--- config.mk ---
export PLATFORM = sky130hd
export DESIGN_NAME = alu_bitserial_seq
export DESIGN_NICKNAME = d
export VERILOG_FILES = /design/src/rtl/alu_pkg.sv /design/src/rtl/bitser_shreg.sv /design/src/rtl/alu_bitserial_seq.sv
export SDC_FILE = /design/constraint.sdc
export NUM_CORES = 1
export LEC_CHECK = 0
export ABC_AREA = 1
export CORE_MARGIN = 2
export CORE_UTILIZATION = 48
export DETAILED_ROUTE_END_ITERATION = 10
export PLACE_DENSITY_LB_ADDON = 0.05
export SYNTH_ARGS = -nofsm -noshare
export SYNTH_HDL_FRONTEND = slang
export SYNTH_SLANG_ARGS = --single-unit
--- constraint.sdc ---
create_clock -name clk -period 1.31 [get_ports clk]
set_clock_uncertainty 0.15 [all_clocks]
set_input_delay 0.1965 -clock clk [delete_from_list [all_inputs] [get_ports clk]]
set_output_delay 0.1965 -clock clk [all_outputs]
set_load 0.02 [all_outputs]
--- src/rtl/alu_pkg.sv ---
// alu_pkg: shared FSM state type and default operand width for the bit-serial ALU sequencer.
package alu_pkg;
   localparam int ALU_WIDTH = 8;
   typedef enum logic [1:0] {IDLE, SHIFT, DONE} state_t;
endpackage

--- src/rtl/bitser_shreg.sv ---
// bitser_shreg: parallel-load register that shifts right, taking sin into the MSB.
module bitser_shreg #(
   parameter int W = 8
) (
   input  logic         clk,
   input  logic         rst,
   input  logic         load,
   input  logic         shift,
   input  logic         sin,
   input  logic [W-1:0] din,
   output logic [W-1:0] q
);
   logic [W-1:0] q_q, q_d, sh;
   generate
      if (W == 1) begin : g_one
         assign sh = sin;
      end else begin : g_wide
         assign sh = {sin, q_q[W-1:1]};
      end
   endgenerate
   always_comb q_d = load ? din : shift ? sh : q_q;
   always_ff @(posedge clk or posedge rst)
      if (rst) q_q <= '0;
      else q_q <= q_d;
   assign q = q_q;
endmodule

--- src/rtl/alu_bitserial_seq.sv ---
// alu_bitserial_seq: feeds two operands LSB-first through an external 1-bit ALU and
// reassembles the result plus an all-bits-zero flag.
module alu_bitserial_seq
   import alu_pkg::*;
#(
   parameter int WIDTH = ALU_WIDTH
) (
   input  logic             clk,
   input  logic             rst,
   input  logic             start,
   input  logic [1:0]       op,
   input  logic [WIDTH-1:0] opa,
   input  logic [WIDTH-1:0] opb,
   output logic             busy,
   output logic             done,
   output logic [WIDTH-1:0] result,
   output logic             zero,
   output logic [1:0]       alu_ctrl,
   output logic             alu_in_1,
   output logic             alu_in_2,
   input  logic             alu_data_out,
   input  logic             alu_zero_flag
);
   localparam int CW = $clog2(WIDTH + 1);
   state_t state_q, state_d;
   logic [CW-1:0] cnt_q, cnt_d;
   logic [1:0] op_q, op_d;
   logic zero_q, zero_d;
   logic [WIDTH-1:0] a_q, b_q;
   logic shift, accept, last, unused_bits;
   assign shift  = state_q == SHIFT;
   assign accept = !shift && start;
   assign last   = cnt_q == CW'(WIDTH - 1);
   always_comb begin
      state_d = accept ? SHIFT : shift ? (last ? DONE : SHIFT) : IDLE;
      cnt_d   = accept ? '0 : shift ? cnt_q + CW'(1) : cnt_q;
      op_d    = accept ? op : op_q;
      zero_d  = accept ? 1'b1 : shift ? zero_q & alu_zero_flag : zero_q;
   end
   always_ff @(posedge clk or posedge rst)
      if (rst) begin
         state_q <= IDLE;
         cnt_q   <= '0;
         op_q    <= '0;
         zero_q  <= 1'b0;
      end else begin
         state_q <= state_d;
         cnt_q   <= cnt_d;
         op_q    <= op_d;
         zero_q  <= zero_d;
      end
   bitser_shreg #(.W(WIDTH)) u_a (.clk(clk), .rst(rst), .load(accept), .shift(shift),
                                  .sin(1'b0), .din(opa), .q(a_q));
   bitser_shreg #(.W(WIDTH)) u_b (.clk(clk), .rst(rst), .load(accept), .shift(shift),
                                  .sin(1'b0), .din(opb), .q(b_q));
   // Result fills from the top, so after WIDTH shifts bit 0 holds the first ALU bit.
   bitser_shreg #(.W(WIDTH)) u_r (.clk(clk), .rst(rst), .load(accept), .shift(shift),
                                  .sin(alu_data_out), .din('0), .q(result));
   assign unused_bits = ^{a_q, b_q};
   assign busy     = shift;
   assign done     = state_q == DONE;
   assign zero     = zero_q;
   assign alu_in_1 = shift & a_q[0];
   assign alu_in_2 = shift & b_q[0];
   assign alu_ctrl = shift ? op_q : 2'b00;
endmodule

==> impl_metrics.csv <==
group,metric,value,unit
global_routing,overflow,0,
worst_setup_path,cp-start-kind,"flop",
worst_setup_path,reg2reg_to,"u_b.q[6]",
pwr,power_density,2150,nW/um^2
clocking,cts_made_buffers,5,
job,cap_violations,0,
layout,multi_input_comb_area,556,um^2
clocking,holdBufCountCts,0,
layout,layout_commonest_cell,"nand2_1",
worst_setup_path,critPathCapture,"busy",
sta,rsz0062_at_grt,"yes",
route,drt_first_iter_violations,61,
worst_setup_path,ff2ff_path_depth,8,
place,place_hpwl,2.23,mm
sta,finalSetupViolations,37,
synth,synth.avg_cell_area,9.02,um^2
pwr,ir_drop,0.000836,V
route,num_vias,1305,
clocking,cts_tree,"built",
worst_setup_path,crit_chain,"buf_4 > nor2_4 > buf_6",
pwr,p_seq_share,36.7,%
worst_setup_path,crit_required,960,ps
worst_setup_path,critPathLaunch,"state_q[1]",
global_routing,grt_first_pass_wirelength,5.49,mm
layout,fill_cells,254,
route,viasPerCell,4.83,
pwr,swShare,40.4,%
sta,finalHoldViolations,0,
worst_setup_path,regToRegSetupSlack,-100,ps
min_path,hold_path.class,"in2async",
die,core.rowCount,20,
die,initial_core_util,49.8,%
pwr,p_switching,0.00182,W
clocking,cts_sinks,33,
route,ant_nets,0,
layout,diodes,0,
worst_setup_path,path_max_fanout,2,
layout,nNetsFinal,249,
layout,final_cell_mix,"nand2_1, dfrtp_1, nand3_1",
sta,clock.fmax,673,MHz
synth,synth_fp_nets,191,
worst_setup_path,cpMaxStageDelayCell,"dfrtp_1",
place,routabilityCongestion,0.772,
die,ios,38,
synth,synth_cells,167,
synth,yosysUniqueCellTypes,20,
synth,syn_area,1510,um^2
status,outcome,"finished with violations",
die,die_h,60.0,um
sta,layout_setup_ws,-177,ps
route,drt_first_pass_iters,4,
clocking,cts_buffer_depth,2,
synth,yosys_warnings,0,
place,place_ws,-327,ps
place,portBuffers,37,
global_routing,first_global_vias,1305,
synth,synth_seq_cells,33,
layout,fin_cells,270,
die,die_w,60.0,um
layout,layout-drive-gt1-share,26.1,%
die,dieArea,3600,um^2
pwr,clkPwrFrac,11.8,%
global_routing,antenna_found_initial,0,
pwr,pwr-share-comb,51.5,%
place,place_inst,256,
die,core,3030,um^2
sta,fin_hold_ws,51.4,ps
pwr,internal-power,0.00269,W
clocking,clk_pin_slew,100,ps
sta,slew_headroom,82.7,%
worst_setup_path,worst_setup_path_end_kind,"output pin",
route,routedWlPerCell,11.9,um
sta,timing.final.crit_period,1490,ps
worst_setup_path,max_stage_delay,400,ps
worst_setup_path,crit_type,"reg2out",
sta,period_share,113,%
route,wl,3.21,mm
worst_setup_path,worst_ep_arrival_time,1140,ps
layout,syn2layout_area_growth,38.8,%
pwr,p_leak,1.06,nW
clocking,htreeDepth,2,
status,violations,"setup timing",
layout,seq_area,826,um^2
synth,synth_seq_area_share,54.8,%
route,drc,0,
global_routing,grt.total_usage,21.0,%
sta,slew_viol_final,0,
global_routing,grt_max_degree,34,
worst_setup_path,worstReg2RegStart,"state_q[1]",
clocking,clk_latency,330,ps
clocking,cts-root-buf,"clkbuf_4",
sta,worst_pin_slew,259,ps
[state kept, by name (all words and copies together), names as in the netlist]
signal	cells
state_q	2
u_a.q	8
op_q	2
cnt_q	4
u_r.q	8
u_b.q	8
zero	1
[synth_stat cells]
master	number	share of area [%]
nand2_4	3	2.2
buf_6	4	3.0
o21ai_0	5	1.7
and2_2	1	0.50
ha_1	1	0.83
o21ai_1	1	0.33
buf_4	1	0.50
nand2_1	46	11
nand3_2	2	1.3
nand3_1	28	9.3
inv_1	15	3.7
a21oi_1	1	0.33
nor2_1	12	3.0
inv_2	2	0.50
and3_1	1	0.42
inv_4	2	0.83
dfrtp_1	33	55
buf_8	2	2.0
nor2_4	1	0.75
o22ai_1	6	2.5
[stage by stage]
| step | TNS, ps | power, W | instance area [um^2] | util (%) |
|---|---|---|---|---|
| 3_5_place_dp | -6820 | 0.00385 | 2000 | 66.0 |
| 6_report | -2910 | 0.00450 | 2090 | 69.0 |
| 3_3_place_gp | -6610 | 0.00378 | 2000 | 66.0 |
| 5_1_grt | -5610 | 0.00486 | 2090 | 69.0 |
| 2_1_floorplan | -180 | 0.00309 | 1520 | - |
| 4_1_cts | -2920 | 0.00450 | 2080 | 68.6 |
[per-layer routing]
metal	vias to the layer above	track usage [%]	part of all wire, %
met1	607	25.6	43
met2	39	35.2	50
met3	8	4.55	5.3
met4	0	9.52	1.9
li1	651	-	-
met5	-	0	0
[power groups by stage]
stage	clock [W]	combinational, W	sequential [W]
after floorplan	0	0.00130	0.00179
after global placement	0	0.00213	0.00166
after detailed placement	0	0.00217	0.00168
after CTS	0.000549	0.00229	0.00165
after global routing	0.000600	0.00256	0.00171
final	0.000531	0.00232	0.00165
[cell families (layout without fill, tap and decap cells)]
logic type	after synthesis	after routing	synth area share, %
AND/OR/NAND/NOR	94	94	29.0
flip-flops	33	33	54.8
buffers and inverters	26	85	10.5
AO/OA/AOI/OAI	13	13	4.82
adder cells (fa/ha/maj)	1	1	0.830
[how the worst min path moves through the flow]
stage / endpoint / slack, ps
finish: u_b.q[1] / 50
global route: cnt_q[1] / 80
CTS: u_a.q[1] / 60
detailed placement: u_b.q[7] / 310
global placement: u_b.q[7] / 310
floorplan: u_a.q[7] / 160
[area by class of cell]
cell class,count,area share [%]
sequential,33,39.5
inverter,19,4.13
tap,44,2.63
multi-input combinational,108,26.6
timing repair buffer,58,24.8
clock buffer,8,2.33
[timing repair]
item | 4_1_cts | 5_1_grt
setup buffers | 6 | 0
pin swaps | 3 | 2
setup endpoints to repair | 45 | 39
gates resized for setup | 79 | 6
[worst max-delay path: cells and delay by family (launching register included)]
kind          cells  cell delay [ps]
flops             1              400
buf+inv           2              280
simple gates      1              130
(Power assumes the default switching activity.)
